$ cat config.mk
export PLATFORM = sky130hd
export DESIGN_NAME = vga_clkprog
export DESIGN_NICKNAME = d
export VERILOG_FILES = /design/src/rtl/vga_clkprog.sv
export SDC_FILE = /design/constraint.sdc
export NUM_CORES = 1
export LEC_CHECK = 0
export BUFFER_PORTS_ARGS = -buffer_cell sky130_fd_sc_hd__buf_4
export CELL_PAD_IN_SITES_DETAIL_PLACEMENT = 1
export CELL_PAD_IN_SITES_GLOBAL_PLACEMENT = 1
export CORE_MARGIN = 10
export CORE_UTILIZATION = 40
export CTS_CLUSTER_SIZE = 24
export DETAILED_ROUTE_END_ITERATION = 10
export PLACE_DENSITY = 0.75
export REMOVE_ABC_BUFFERS = 1
export SLEW_MARGIN = 10
export SYNTH_ARGS = -nofsm -noshare
export SYNTH_HDL_FRONTEND = slang
export SYNTH_SLANG_ARGS = --single-unit
$ cat constraint.sdc
create_clock -name sys_clk -period 4.3 [get_ports sys_clk]
set_input_delay 0.86 -clock sys_clk [delete_from_list [all_inputs] [get_ports sys_clk]]
set_output_delay 0.86 -clock sys_clk [all_outputs]
set_load 0.01 [all_outputs]
$ cat src/rtl/vga_clkprog.sv
// Serial programming engine for a DCM_CLKGEN that sets the VGA pixel clock (M/D load, GO, lock handshake).
// Optional build macro VGA_CLKPROG_TIMEOUT_EN adds a watchdog on the three DCM handshake wait states.
module vga_clkprog #(
  parameter int CLKDIV  = 4,
  parameter int TIMEOUT = 1048575
) (
  input  logic       sys_clk,
  input  logic       sys_rst,
  input  logic       cmd_valid,
  input  logic [7:0] cmd_m,
  input  logic [7:0] cmd_d,
  output logic       cmd_ready,
  output logic       busy,
  output logic       done,
  output logic       error,
  output logic       vga_progclk,
  output logic       vga_progdata,
  output logic       vga_progen,
  input  logic       vga_progdone,
  input  logic       vga_locked
);

  localparam int            CW        = (CLKDIV > 2) ? $clog2(CLKDIV) : 1;
  localparam logic [CW-1:0] SLOT_LAST = CW'(CLKDIV - 1);
  localparam logic [CW-1:0] SLOT_HALF = CW'(CLKDIV / 2);
  localparam logic [3:0]    BIT_LAST  = 4'd9;

  typedef enum logic [3:0] {
    IDLE     = 4'd0,
    LOADD    = 4'd1,
    GAP1     = 4'd2,
    LOADM    = 4'd3,
    GAP2     = 4'd4,
    GO       = 4'd5,
    WAITLO   = 4'd6,
    WAITHI   = 4'd7,
    WAITLOCK = 4'd8
  } state_t;

  state_t        state_r, state_s;
  logic [CW-1:0] slot_r, slot_s;
  logic [3:0]    bit_r, bit_s;
  logic [7:0]    m_r, d_r;
  logic          pd_meta_r, pd_sync_r, lk_meta_r, lk_sync_r;
  logic          cmd_ready_r, busy_r, done_r, done_s;
  logic          progclk_r, progen_r, progdata_r, en_s, data_s;
  logic          accept_s, slot_end_s, tmo_s;

  // Frame bit: start 1, load selector (0 = D, 1 = M), then the 8 value bits LSB first.
  function automatic logic frame_bit(input logic sel, input logic [7:0] val, input logic [3:0] idx);
    logic [2:0] pos;
    pos = 3'(idx - 4'd2);
    if (idx == 4'd0) begin
      frame_bit = 1'b1;
    end else if (idx == 4'd1) begin
      frame_bit = sel;
    end else begin
      frame_bit = val[pos];
    end
  endfunction

  assign accept_s   = cmd_valid & cmd_ready_r;
  assign slot_end_s = (slot_r == SLOT_LAST);

  // Next state, bit index within a load, and slot counter.
  always_comb begin
    state_s = state_r;
    bit_s   = bit_r;
    done_s  = 1'b0;
    slot_s  = slot_r;
    case (state_r)
      IDLE: begin
        if (accept_s) begin
          state_s = LOADD;
          bit_s   = 4'd0;
        end else begin
          state_s = IDLE;
        end
      end
      LOADD, LOADM: begin
        if (slot_end_s && (bit_r == BIT_LAST)) begin
          state_s = (state_r == LOADD) ? GAP1 : GAP2;
          bit_s   = 4'd0;
        end else if (slot_end_s) begin
          bit_s = bit_r + 4'd1;
        end else begin
          bit_s = bit_r;
        end
      end
      GAP1: begin
        if (slot_end_s) state_s = LOADM;
        else            state_s = GAP1;
      end
      GAP2: begin
        if (slot_end_s) state_s = GO;
        else            state_s = GAP2;
      end
      GO: begin
        if (slot_end_s) state_s = WAITLO;
        else            state_s = GO;
      end
      WAITLO: begin
        if (!pd_sync_r) state_s = WAITHI;
        else if (tmo_s) state_s = IDLE;
        else            state_s = WAITLO;
      end
      WAITHI: begin
        if (pd_sync_r)  state_s = WAITLOCK;
        else if (tmo_s) state_s = IDLE;
        else            state_s = WAITHI;
      end
      WAITLOCK: begin
        if (lk_sync_r) begin
          state_s = IDLE;
          done_s  = 1'b1;
        end else if (tmo_s) begin
          state_s = IDLE;
        end else begin
          state_s = WAITLOCK;
        end
      end
      default: begin
        state_s = IDLE;
        bit_s   = 4'd0;
      end
    endcase
    // The acceptance cycle is still IDLE, so slot 0 begins on the following cycle.
    if ((state_s == IDLE) || (state_r == IDLE)) begin
      slot_s = '0;
    end else if (slot_end_s) begin
      slot_s = '0;
    end else begin
      slot_s = slot_r + CW'(1);
    end
  end

  // Programming-port levels for the slot that starts next.
  always_comb begin
    en_s   = 1'b0;
    data_s = 1'b0;
    case (state_s)
      LOADD: begin
        en_s   = 1'b1;
        data_s = frame_bit(1'b0, d_r, bit_s);
      end
      LOADM: begin
        en_s   = 1'b1;
        data_s = frame_bit(1'b1, m_r, bit_s);
      end
      GO: begin
        en_s   = 1'b1;
        data_s = 1'b0;
      end
      default: begin
        en_s   = 1'b0;
        data_s = 1'b0;
      end
    endcase
  end

  // Main state, command capture, status synchronizers and registered outputs.
  always_ff @(posedge sys_clk) begin
    if (sys_rst) begin
      state_r     <= IDLE;
      slot_r      <= '0;
      bit_r       <= 4'd0;
      m_r         <= 8'd0;
      d_r         <= 8'd0;
      pd_meta_r   <= 1'b0;
      pd_sync_r   <= 1'b0;
      lk_meta_r   <= 1'b0;
      lk_sync_r   <= 1'b0;
      cmd_ready_r <= 1'b1;
      busy_r      <= 1'b0;
      done_r      <= 1'b0;
      progclk_r   <= 1'b0;
      progen_r    <= 1'b0;
      progdata_r  <= 1'b0;
    end else begin
      state_r     <= state_s;
      slot_r      <= slot_s;
      bit_r       <= bit_s;
      pd_meta_r   <= vga_progdone;
      pd_sync_r   <= pd_meta_r;
      lk_meta_r   <= vga_locked;
      lk_sync_r   <= lk_meta_r;
      cmd_ready_r <= (state_s == IDLE);
      busy_r      <= (state_s != IDLE);
      done_r      <= done_s;
      progclk_r   <= (slot_s >= SLOT_HALF);
      progen_r    <= en_s;
      progdata_r  <= data_s;
      if (accept_s) begin
        m_r <= cmd_m;
        d_r <= cmd_d;
      end else begin
        m_r <= m_r;
        d_r <= d_r;
      end
    end
  end

`ifdef VGA_CLKPROG_TIMEOUT_EN
  localparam int TW = $clog2(TIMEOUT + 1);

  logic [TW-1:0] wait_cnt_r;
  logic          error_r, in_wait_s;

  assign in_wait_s = (state_r == WAITLO) || (state_r == WAITHI) || (state_r == WAITLOCK);
  assign tmo_s     = in_wait_s && (wait_cnt_r == TW'(TIMEOUT - 1));

  // Watchdog restarts on every state change so each wait state gets the full budget.
  always_ff @(posedge sys_clk) begin
    if (sys_rst) begin
      wait_cnt_r <= '0;
      error_r    <= 1'b0;
    end else begin
      if (state_s != state_r) wait_cnt_r <= '0;
      else if (in_wait_s)     wait_cnt_r <= wait_cnt_r + TW'(1);
      else                    wait_cnt_r <= wait_cnt_r;
      if (accept_s)                                  error_r <= 1'b0;
      else if (tmo_s && !done_s && state_s == IDLE)  error_r <= 1'b1;
      else                                           error_r <= error_r;
    end
  end

  assign error = error_r;
`else
  assign tmo_s = 1'b0;
  assign error = 1'b0;
`endif

  assign cmd_ready    = cmd_ready_r;
  assign busy         = busy_r;
  assign done         = done_r;
  assign vga_progclk  = progclk_r;
  assign vga_progen   = progen_r;
  assign vga_progdata = progdata_r;

endmodule

# Yosys cells after proc, flatten, opt, wreduce, memory -nomap -nowiden
# Index checks and enable logic that the tools add are counted.
totals:
  regBits: 36
  romBits: 0
  n_memories: 0
  elab_cells: 73
  out_inout_bits: 7
  latch_bits: 0
  ramBits: 0
op_classes:
  order_cmp: 2
  n_mul: 0
  shift: 0
  n_mux: 27
  bitwise: 2
  addsub: 3
  n_eq_ne: 14
  n_reduce_logical: 10
  n_div: 0
op_table:
  columns: ["operator", "n"]
  rows:
  - ["$pmux W4 S8", 1]
  - ["$mux W4", 6]
  - ["$eq A4 B3 Y1 const B", 5]
  - ["$eq A4 B1 Y1 const B", 3]
  - ["$eq A4 B2 Y1 const B", 3]
  - ["$logic_not A4 Y1", 3]
  - ["$mux W1", 12]
  - ["$pmux W4 S3", 1]
  - ["$eq A4 B4 Y1 const B", 2]
  - ["$bmux W1 S3", 2]
  - ["$mux W2", 3]
  - ["$reduce_or A6 Y1", 1]
  - ["$add A4 B1 Y4 const B", 1]
  - ["$lt A3 B4 Y1 const B", 1]
  - ["$reduce_bool A4 Y1", 1]
  - ["$reduce_or A2 Y1", 2]
  - ["$mux W3", 1]
  - ["$reduce_or A3 Y1", 1]
  - ["$sub A3 B2 Y3 const B", 1]
  - ["$add A2 B1 Y2 const B", 1]
  - ["$eq A2 B2 Y1 const B", 1]
  - ["$ge A2 B2 Y1 const B", 1]
  - ["$pmux W1 S2", 1]
  - ["$and A1 B1 Y1", 1]
  - ["3 further kinds", 3]

# Depth between registers and ports, before layout
# Gate-level depths: netlist (run 1).
depth:
  ltp_word: 10
  ltp_mapped: 10

# Least setup slack after synthesis (run 1)
# Ideal clock, no wire load.
synth_path:
  path_type: "in2reg"
  startpoint: "in cmd_valid"
  endpoint: "reg progdata_r, in the netlist vga_progdata"
  setup_ns: 0.125
  path_slack_ns: 1.889
  path_buffers: 1
  arrival_ns: 2.286
  path_stages: 8
  cell_sequence: "and3b_1 a221o_2 a31o_1 buf_6 a221oi_1 nand3_1 nand4_1 a31oi_1"
synth_between:
  elab_chain_len: 9
  word_cells_on_any_way: 19
  classes_between: "add/sub (1); eq/ne (3); mux (13); bitwise (1); reduce/logical (1)"
synth_rtl:
  columns: ["item", "line", "source"]
  rows:
  - ["start, declared", "9", "input logic cmd_valid,"]
  - ["$and A1 B1 Y1 (*)", "62", "assign accept_s = cmd_valid & cmd_ready_r;"]
  - ["$mux W4", "73", "if (accept_s) begin"]
  - ["$pmux W4 S3", "71", "case (state_r)"]
  - ["$sub A3 B2 Y3", "52", "pos = 3'(idx - 4'd2);"]
  - ["$bmux W1 S3", "58", "frame_bit = val[pos];"]
  - ["$mux W1 (not written as such)", "58", null]
  - ["$mux W1", "55", "end else if (idx == 4'd1) begin"]
  - ["$mux W1", "53", "if (idx == 4'd0) begin"]
  - ["$pmux W1 S2 (*)", "141", "case (state_s)"]
  - ["end signal, assigned", "192", "progdata_r <= data_s;"]
  - ["end, declared", "46", "logic progclk_r, progen_r, progdata_r, en_s, data_s;"]
# Every way passes the cells marked *; elsewhere a longest branch is shown, timed or not. The select of a mux whose other input is x is not followed.
# A chain may end at the register's enable or synchronous reset.

# Worst setup path in the final report (run 1)
layout_path:
  startpoint: "reg slot_r[0]"
  endpoint: "reg slot_r[0]"
layout_between:
  elab_chain_len: 7
  word_cells_on_any_way: 12
  classes_between: "add/sub (1); eq/ne (1); mux (7); reduce/logical (3)"
layout_rtl:
  columns: ["item", "line", "source"]
  rows:
  - ["start, declared", "41", "logic [CW-1:0] slot_r, slot_s;"]
  - ["start signal, assigned", "181", "slot_r <= slot_s;"]
  - ["$eq A2 B2 Y1", "63", "assign slot_end_s = (slot_r == SLOT_LAST);"]
  - ["$logic_and A1 B1 Y1", "81", "if (slot_end_s && (bit_r == BIT_LAST)) begin"]
  - ["$mux W4", "81", null]
  - ["$pmux W4 S8", "71", null]
  - ["$logic_not A4 Y1", "128", "if ((state_s == IDLE) || (state_r == IDLE)) begin"]
  - ["$logic_or A1 B1 Y1", "128", null]
  - ["$mux W2 (*)", "128", null]
# Every way passes the cells marked *; elsewhere a longest branch is shown, timed or not.

==> flow_summary.toml, run 1 <==
[yosys]
synthAdderAreaFrac_pct = 2.18
yosys.area_share.xor_xnor_pct = 0.508
synthFlopType = "dfxtp_1"
yosysSeqAreaShare_pct = 41.8
yosysWarnings = 0
synth.area.mux_share_pct = 4.06
synthArstFlopShare_pct = 0
synth_top_area_share_pct = 41.8
synth_edf_count = 0
netlist_area_mm2 = 0.00172
synth_cell_type_count = 46
synth-simple-area-share_pct = 23.7
syn-instance-count = 208
synth_top_family_by_area = "simple AND/OR/NAND/NOR gates"
yosys.area.top_type = "dfxtp_1"
synthTopCellsByArea = "dfxtp_1 (42%), nand2_1 (9.8%), a21oi_1 (7.0%)"
synth.avg_cell_area_um2 = 8.29
synth-compound-area-share_pct = 19.5
synth.ff_latch_count = 36

[timing]
drv_slew = 0
finClkSkew_ps = 3.37
slew_headroom_pct = 54.8
setup_viol = 0
tns_ps = 0
final.min_clock_period_ps = 2640
fmax_mhz = 378
worst-slew-pin-transition_ps = 676
period_share_pct = 61.5
rsz0062_at_grt = "false"
finalHoldViolCount = 0

[worst_hold_path]
hold_end = "slot_r[0]$_SDFF_PP0_"
hold_path_class = "flip-flop to flip-flop"
whs_path_depth = 1
min_from = "slot_r[0]$_SDFF_PP0_"

[critical_path]
setup.worst_path.class = "flip-flop to flip-flop"
critPathRequiredTime_ps = 4510
rr_worst_depth = 8
r2r_setup_slack_ps = 1660
end_kind = "flip-flop"
worst_ep_arrival_time_ps = 2850
rr_endpoint = "slot_r[0]$_SDFF_PP0_"
cp_max_fo = 10
start_kind = "flip-flop"
rr_startpoint = "slot_r[0]$_SDFF_PP0_"

[placed_design]
place_inst = 270
globalplace.congestion = 0.899
hpwlAfterDp_um = 3470
place_area_mm2 = 0.00188
io_buffers = 26

[cts]
post_cts_buffers = 0
cts_resized = 0
cts_hold_buf = 0
worstSkewPairLatency_ps = 280
root_buffer = "clkbuf_8"
cts_made_buffers = 5
cts_tree = "done"
clk_pin_slew_worst_paths_ps = 70
clock_sinks = 36
htree_levels = 2
cts_buffer_depth = 2

[die]
die_w_um = 85.7
die_h_um = 85.7
core.rowCount = 23
dieArea_mm2 = 0.00734
ios = 28
initial_core_util_pct = 42.2
coreArea_mm2 = 0.00409

[final_layout]
nets = 251
area_growth_pct = 18.4
design_area_mm2 = 0.00204
multi_input_area_um2 = 866
stdcell_count = 278
fillers = 518
register_area_um2 = 721
final_core_util_pct = 49.9
final_cell_mix = "nand2_1 (45), dfxtp_1 (36), buf_4 (26), a21oi_1 (24), nor2_1 (16)"
drive_above_1_share_pct = 18.9
antenna_cells = 0
layout_commonest_cell = "nand2_1"

[global_routing]
grt_usage_pct = 12.7
grt_pass1_wl_um = 7670
grtUsageMet3_pct = 3.88
antenna_found_initial = 0
top_usage_layer = "met2"
grtUsageMet1_pct = 14.2
grt_max_degree = 27
grt_pass1_vias = 1637
met2_usage_pct = 21.3
grt-ovfl-total = 0

[pwr]
peakVddDrop_mv = 0.237
power_density_mw_per_mm2 = 415
leakage_nw = 0.863
p_total_w = 0.000846

[outcome]
status = "completed"

[drt]
via_count = 1520
drt_drc_violations_left = 0
drt_iter0_drc = 82
drtPass1Iterations = 4
wl_per_cell_um = 16.5
wl_um = 4590
ant_nets = 0
vias_per_cell = 5.47

[run]
drv_cap = 0
logic make-up (layout without fill, tap and decap cells):
kind of cell | Yosys count | in the layout
adder cells (fa/ha/maj) | 3 | 3
flip-flops | 36 | 36
multiplexers | 7 | 7
other | 1 | 1
AND/OR/NAND/NOR | 88 | 88
AO/OA/AOI/OAI | 48 | 48
XOR/XNOR | 1 | 1
buffers and inverters | 24 | 44
per-stage QoR:
stage                     hold WS [ps]  worst slack (ps)
after floorplan                    404              1860
after global placement             413              1640
after detailed placement           427              1540
after CTS                          438              1630
after global routing               462              1380
final                              431              1660
flip-flops by register name (all words and copies together), names as in the netlist, 2 cells and up:
signal and flops:
state_r 4, d_r 8, slot_r 2, m_r 8, bit_r 4
power breakdown:
| part | switching, W | internal (W) |
|---|---|---|
| clock network | 0.000126 | 0.000290 |
| registers | 0.0000100 | 0.000349 |
| logic | 0.0000391 | 0.0000322 |
layer usage:
metal	vias to the layer above	part of all wire, %	wire length [um]
met2	26	50	2310
met5	-	0	0
met3	8	3.5	160
met4	0	2.0	90
met1	730	44	2030
li1	756	-	-
how the worst max path moves through the flow:
| stage | cells past startpoint | to | from |
|---|---|---|---|
| global route | 8 | slot_r[0]$_SDFF_PP0_ | slot_r[0]$_SDFF_PP0_ |
| finish | 8 | slot_r[0]$_SDFF_PP0_ | slot_r[0]$_SDFF_PP0_ |
| CTS | 8 | slot_r[0]$_SDFF_PP0_ | slot_r[0]$_SDFF_PP0_ |
| detailed placement | 8 | vga_progdata$_SDFF_PP0_ | cmd_valid |
| floorplan | 7 | vga_progdata$_SDFF_PP0_ | cmd_valid |
| global placement | 8 | vga_progdata$_SDFF_PP0_ | cmd_valid |
Yosys cell counts (2+ instances only):
cell,number
dfxtp_1,36
buf_2,2
a211oi_1,2
a31oi_1,2
nand3_1,7
mux2i_1,7
a21oi_1,24
inv_1,10
o211a_1,2
nor2b_1,6
a221oi_1,2
nand2_1,45
ha_1,3
o211ai_1,2
nand4_1,2
buf_6,5
nor2_1,16
buf_4,2
nor3_1,2
clkbuf_1,5
critical path, stage by stage (launching register included):
cell	delay, ps
dfxtp_1	340
ha_1	410
nand4b_2	290
mux2i_1	210
a2111oi_2	700
a21oi_1	120
o22ai_2	220
o21ai_1	150
nor3_1	140
area by class of cell:
| type | count | area share [%] |
|---|---|---|
| Clock inverter | 3 | 4.41 |
| Inverter | 10 | 1.84 |
| Timing Repair Buffer | 26 | 9.56 |
| Sequential cell | 36 | 35.3 |
| Tap cell | 50 | 3.07 |
| Clock buffer | 5 | 3.37 |
| Multi-Input combinational cell | 148 | 42.4 |
Power figures use the tool's default switching activity.
==> inputs of run 2 (changes only) <==
- clock period: 4.3 -> 2.6 ns (I/O delays scaled with it)
==> run 2 against run 1 <==
Net effect:
- global-route usage shrank 0.25 points
- setup slack lost 1400 ps
- die area unchanged
- maximum frequency increased by 11%
- clock power fell by 2%
- final cell count increased by 1.1%
- sequential share of layout area increased by 0.71 points
- hold slack lost 0.89 ps
- sequential cell count did not move
- largest cell class unchanged
==> flow_summary.toml, run 2 (synthesized netlist as in run 1, its figures left out) <==
[placed_design]
io_buffers = 26
place_area_mm2 = 0.00190
hpwlAfterDp_um = 3240
globalplace.congestion = 0.868
pre_cts_ws_ps = 182

[cts]
htree_levels = 2
clk_pin_slew_worst_paths_ps = 70
post_cts_buffers = 0
clock_sinks = 36
cts_resized = 0
cts_hold_buf = 0
cts_made_buffers = 5
cts_buffer_depth = 2
root_buffer = "clkbuf_8"
worstSkewPairLatency_ps = 290
cts_tree = "done"

[final_layout]
antenna_cells = 0
design_area_mm2 = 0.00200
fillers = 509
final_cell_mix = "nand2_1 (45), dfxtp_1 (36), buf_4 (29), a21oi_1 (24), nor2_1 (16)"
nets = 254
drive_above_1_share_pct = 19.0
layout_commonest_cell = "nand2_1"
area_growth_pct = 16.0
reg_top3 = "d_r: 8 flops, m_r: 8 flops"

[drt]
ant_nets = 0
drtPass1Iterations = 4
routed-wl-met3_um = 151
wl_per_cell_um = 15.2
m1WireLength_um = 2000
top_layer_used = "met4"
via_count = 1484
vias_per_cell = 5.28
drt_drc_violations_left = 0
wl_um = 4270
drt_iter0_drc = 114
wl_met2_um = 2070

[critical_path]
rr_startpoint = "state_r[2]$_SDFF_PP0_"
cp_max_fo = 10
end_kind = "flip-flop"
r2r_setup_slack_ps = 230
start_kind = "flip-flop"
critPathRequiredTime_ps = 2770
worst_ep_arrival_time_ps = 2540
setup.worst_path.class = "flip-flop to flip-flop"
cp-startpoint = "state_r[2]$_SDFF_PP0_"

[die]
dieArea_mm2 = 0.00734
coreArea_mm2 = 0.00409
initial_core_util_pct = 42.2
die_w_um = 85.7
die_h_um = 85.7
ios = 28
core.rowCount = 23

[global_routing]
grt_usage_pct = 12.4
antenna_found_initial = 0
grt-ovfl-total = 0
grt_pass1_wl_um = 7580
grt_pass1_vias = 1591
grt_max_degree = 27

[timing]
setup_viol = 0
slew_headroom_pct = 59.2
final.min_clock_period_ps = 2370
fin_ws_ps = 229
period_share_pct = 91.2
tns_ps = 0
worst-slew-pin-transition_ps = 611
holdWs_ps = 430
finalHoldViolCount = 0
fmax_mhz = 422
drv_slew = 0
finClkSkew_ps = 7.83
rsz0062_at_grt = "false"

[run]
drv_cap = 0

[pwr]
peakVddDrop_mv = 0.261
leakage_nw = 0.846
power_density_mw_per_mm2 = 559

[worst_hold_path]
min_from = "slot_r[0]$_SDFF_PP0_"
hold_path_class = "flip-flop to flip-flop"

[outcome]
status = "completed"
[run 2: cell types whose count changed in the layout (fill, tap and decap cells not counted)]
cell / previous run / this run
clkbuf_8: 5 / 6
clkbuf_1: 0 / 2
buf_4: 26 / 29
bufinv_16: 3 / 0
nor3b_4: 0 / 1
nor3b_2: 1 / 0
[run 2: where the power goes]
group / leakage (nW) / total (W) / switching (W) / internal, W
logic: 0.506 / 0.000117 / 0.0000628 / 0.0000543
registers: 0.295 / 0.000593 / 0.0000163 / 0.000577
clock network: 0.0455 / 0.000408 / 0.000192 / 0.000216
total: 0.846 / 0.00112 / 0.000271 / 0.000847
[run 2: layout make-up]
type | instances | area [um^2] | share of cell area, %
clock buffers | 8 | 90.1 | 4.50
repair buffers | 29 | 218 | 10.9
flip-flops and latches | 36 | 721 | 36.0
multi-input cells | 148 | 872 | 43.6
inverters | 10 | 37.5 | 1.88
well taps | 50 | 62.6 | 3.13
[run 2: critical path, cell delays in order, from the launching register on]
cell      delay [ps]
dfxtp_1          540
inv_1            160
a221o_2          460
a31o_1           400
a221oi_1         380
a22oi_1          110
nand4_1          110
a31oi_1           80
[run 2: per-layer routing]
metal | track usage [%] | vias up
met5 | 0 | -
li1 | - | 756
met3 | 3.50 | 4
met2 | 20.0 | 26
met4 | 4.04 | 0
met1 | 15.6 | 698
[run 2: per-stage QoR]
step | power, W | utilization (%) | std cells
after detailed placement | 0.000723 | 46.6 | 273
after global routing | 0.00118 | 49.0 | 281
after floorplan | 0.000664 | - | 194
after global placement | 0.000717 | 46.6 | 273
final | 0.00112 | 49.0 | 281
after CTS | 0.00113 | 48.8 | 281
[run 2: path summary, 6_finish.rpt]
path | depth (start not counted) | to
setup / recovery | 7 | vga_progdata$_SDFF_PP0_
hold / removal | 1 | slot_r[0]$_SDFF_PP0_
setup reg to reg | 7 | vga_progdata$_SDFF_PP0_
hold reg to reg | 1 | slot_r[0]$_SDFF_PP0_
==> inputs of run 3 (changes only) <==
- CORE_ASPECT_RATIO: default -> 1.2
==> run 3 against run 2 <==
Net effect:
- final cell count grew 2.5%
- total power grew 0.87%
- via count down 1.2%
- cell area increased by 1.1%
- setup slack improved by 58 ps
- die area increased by 0.15%
- global-route usage fell by 0.84 points
- maximum frequency grew 2.5%
- routed wire length is 5.1% lower
- sequential share of layout area is 0.40 points lower
- non-clock buffer count increased by 2
==> flow_summary.toml, run 3 (synthesized netlist as in run 1, its figures left out) <==
[outcome]
status = "completed"

[cts]
cts_hold_buf = 0
clk_pin_slew_worst_paths_ps = 70
cts_buffer_depth = 2
cts_made_buffers = 5
htree_levels = 2
cts_tree = "done"
clock_sinks = 36
cts_resized = 0
post_cts_buffers = 0
root_buffer = "clkbuf_8"
worstSkewPairLatency_ps = 280

[die]
core.rowCount = 26
initial_core_util_pct = 40.8
coreArea_mm2 = 0.00423
dieArea_mm2 = 0.00735
die_w_um = 79.9
ios = 28
die_h_um = 91.9

[timing]
finClkSkew_ps = 4.95
final.min_clock_period_ps = 2310
rsz0062_at_grt = "false"
finalHoldViolCount = 0
tns_ps = 0
period_share_pct = 88.9
slew_headroom_pct = 60.5
fmax_mhz = 432
setup_viol = 0
drv_slew = 0
worst-slew-pin-transition_ps = 592

[global_routing]
grt_pass1_vias = 1544
grt_max_degree = 27
grt_usage_pct = 11.6
grt-ovfl-total = 0
grt_pass1_wl_um = 7020
antenna_found_initial = 0

[drt]
wl_per_cell_um = 14.1
m1WireLength_um = 1820
drt_iter0_drc = 47
wl_met2_um = 2060
top_layer_used = "met4"
routed-wl-met3_um = 124
wl_um = 4050
drtPass1Iterations = 4
ant_nets = 0
drt_drc_violations_left = 0
via_count = 1466
vias_per_cell = 5.09

[final_layout]
antenna_cells = 0
nets = 256
area_growth_pct = 17.3
final_core_util_pct = 47.8
drive_above_1_share_pct = 20.3
final_cell_mix = "nand2_1 (45), dfxtp_1 (36), buf_4 (31), a21oi_1 (24), nor2_1 (16)"
reg_top3 = "d_r: 8 flops, m_r: 8 flops"
layout_commonest_cell = "nand2_1"

[worst_hold_path]
whs_path_depth = 1
hold_path_class = "flip-flop to flip-flop"
hold_end = "pd_sync_r$_SDFF_PP0_"
min_from = "pd_meta_r$_SDFF_PP0_"

[critical_path]
cp_max_fo = 10
rr_worst_depth = 7
rr_startpoint = "state_r[1]$_SDFF_PP0_"
end_kind = "flip-flop"
rr_endpoint = "vga_progdata$_SDFF_PP0_"
worst_ep_arrival_time_ps = 2480
start_kind = "flip-flop"
critPathRequiredTime_ps = 2770
r2r_setup_slack_ps = 290
setup.worst_path.class = "flip-flop to flip-flop"

[placed_design]
globalplace.congestion = 0.792
io_buffers = 26
hpwlAfterDp_um = 3070

[pwr]
power_density_mw_per_mm2 = 557
pwr-share-seq_pct = 52.6
pwr-share-comb_pct = 10.4
peakVddDrop_mv = 0.258
power_frac_clock_pct = 37.0
leakage_nw = 0.862
p_switching_w = 0.000259
switching_share_pct = 22.9
p_total_w = 0.00113
internal_power_w = 0.000869

[run]
drv_cap = 0
==> run 3: worst max-delay path by stage <==
stage | start | to | slack [ps] | cells after the start
2_1_floorplan | cmd_valid | vga_progdata$_SDFF_PP0_ | 500 | 7
3_3_place_gp | cmd_valid | vga_progdata$_SDFF_PP0_ | 250 | 8
3_5_place_dp | cmd_valid | vga_progdata$_SDFF_PP0_ | 180 | 8
4_1_cts | state_r[1]$_SDFF_PP0_ | vga_progdata$_SDFF_PP0_ | 270 | 7
5_1_grt | state_r[2]$_SDFF_PP0_ | vga_progdata$_SDFF_PP0_ | 100 | 7
6_report | state_r[1]$_SDFF_PP0_ | vga_progdata$_SDFF_PP0_ | 290 | 7
==> run 3: worst max-delay path, cell delays in order, from the launching register on <==
cell and delay [ps]:
dfxtp_1 490, and3b_1 240, a221o_2 410, a31o_1 400, a221oi_1 370, a22oi_1 110, nand4_1 110, a31oi_1 70
==> run 3: per-stage QoR <==
step | hold slack [ps] | setup WS (ps) | instances | cell area (um^2)
5_1_grt | 442 | 103 | 288 | 2020
6_report | 440 | 287 | 288 | 2020
3_5_place_dp | 428 | 181 | 281 | 1930
4_1_cts | 443 | 275 | 288 | 2020
3_3_place_gp | 419 | 252 | 281 | 1930
2_1_floorplan | 404 | 500 | 194 | 1620
==> run 3: layout make-up <==
type,count,area [um^2]
clock buffer,7,96.3
inverter,10,37.5
timing repair buffer,31,233
multi-input combinational,148,866
sequential,36,721
tap,56,70.1
fill,529,2210
==> run 3: power by group through the flow <==
stage | combinational, W | sequential (W) | clock, W
3_3_place_gp | 0.000117 | 0.000606 | 0
3_5_place_dp | 0.000119 | 0.000606 | 0
4_1_cts | 0.000119 | 0.000594 | 0.000433
5_1_grt | 0.000133 | 0.000596 | 0.000456
6_report | 0.000117 | 0.000593 | 0.000417
2_1_floorplan | 0.0000602 | 0.000603 | 0
==> run 3: layer usage <==
layer	global-route usage [%]	vias to the layer above
met5	0	-
met4	3.97	0
met3	3.52	5
met2	19.4	18
met1	13.6	685
li1	-	758
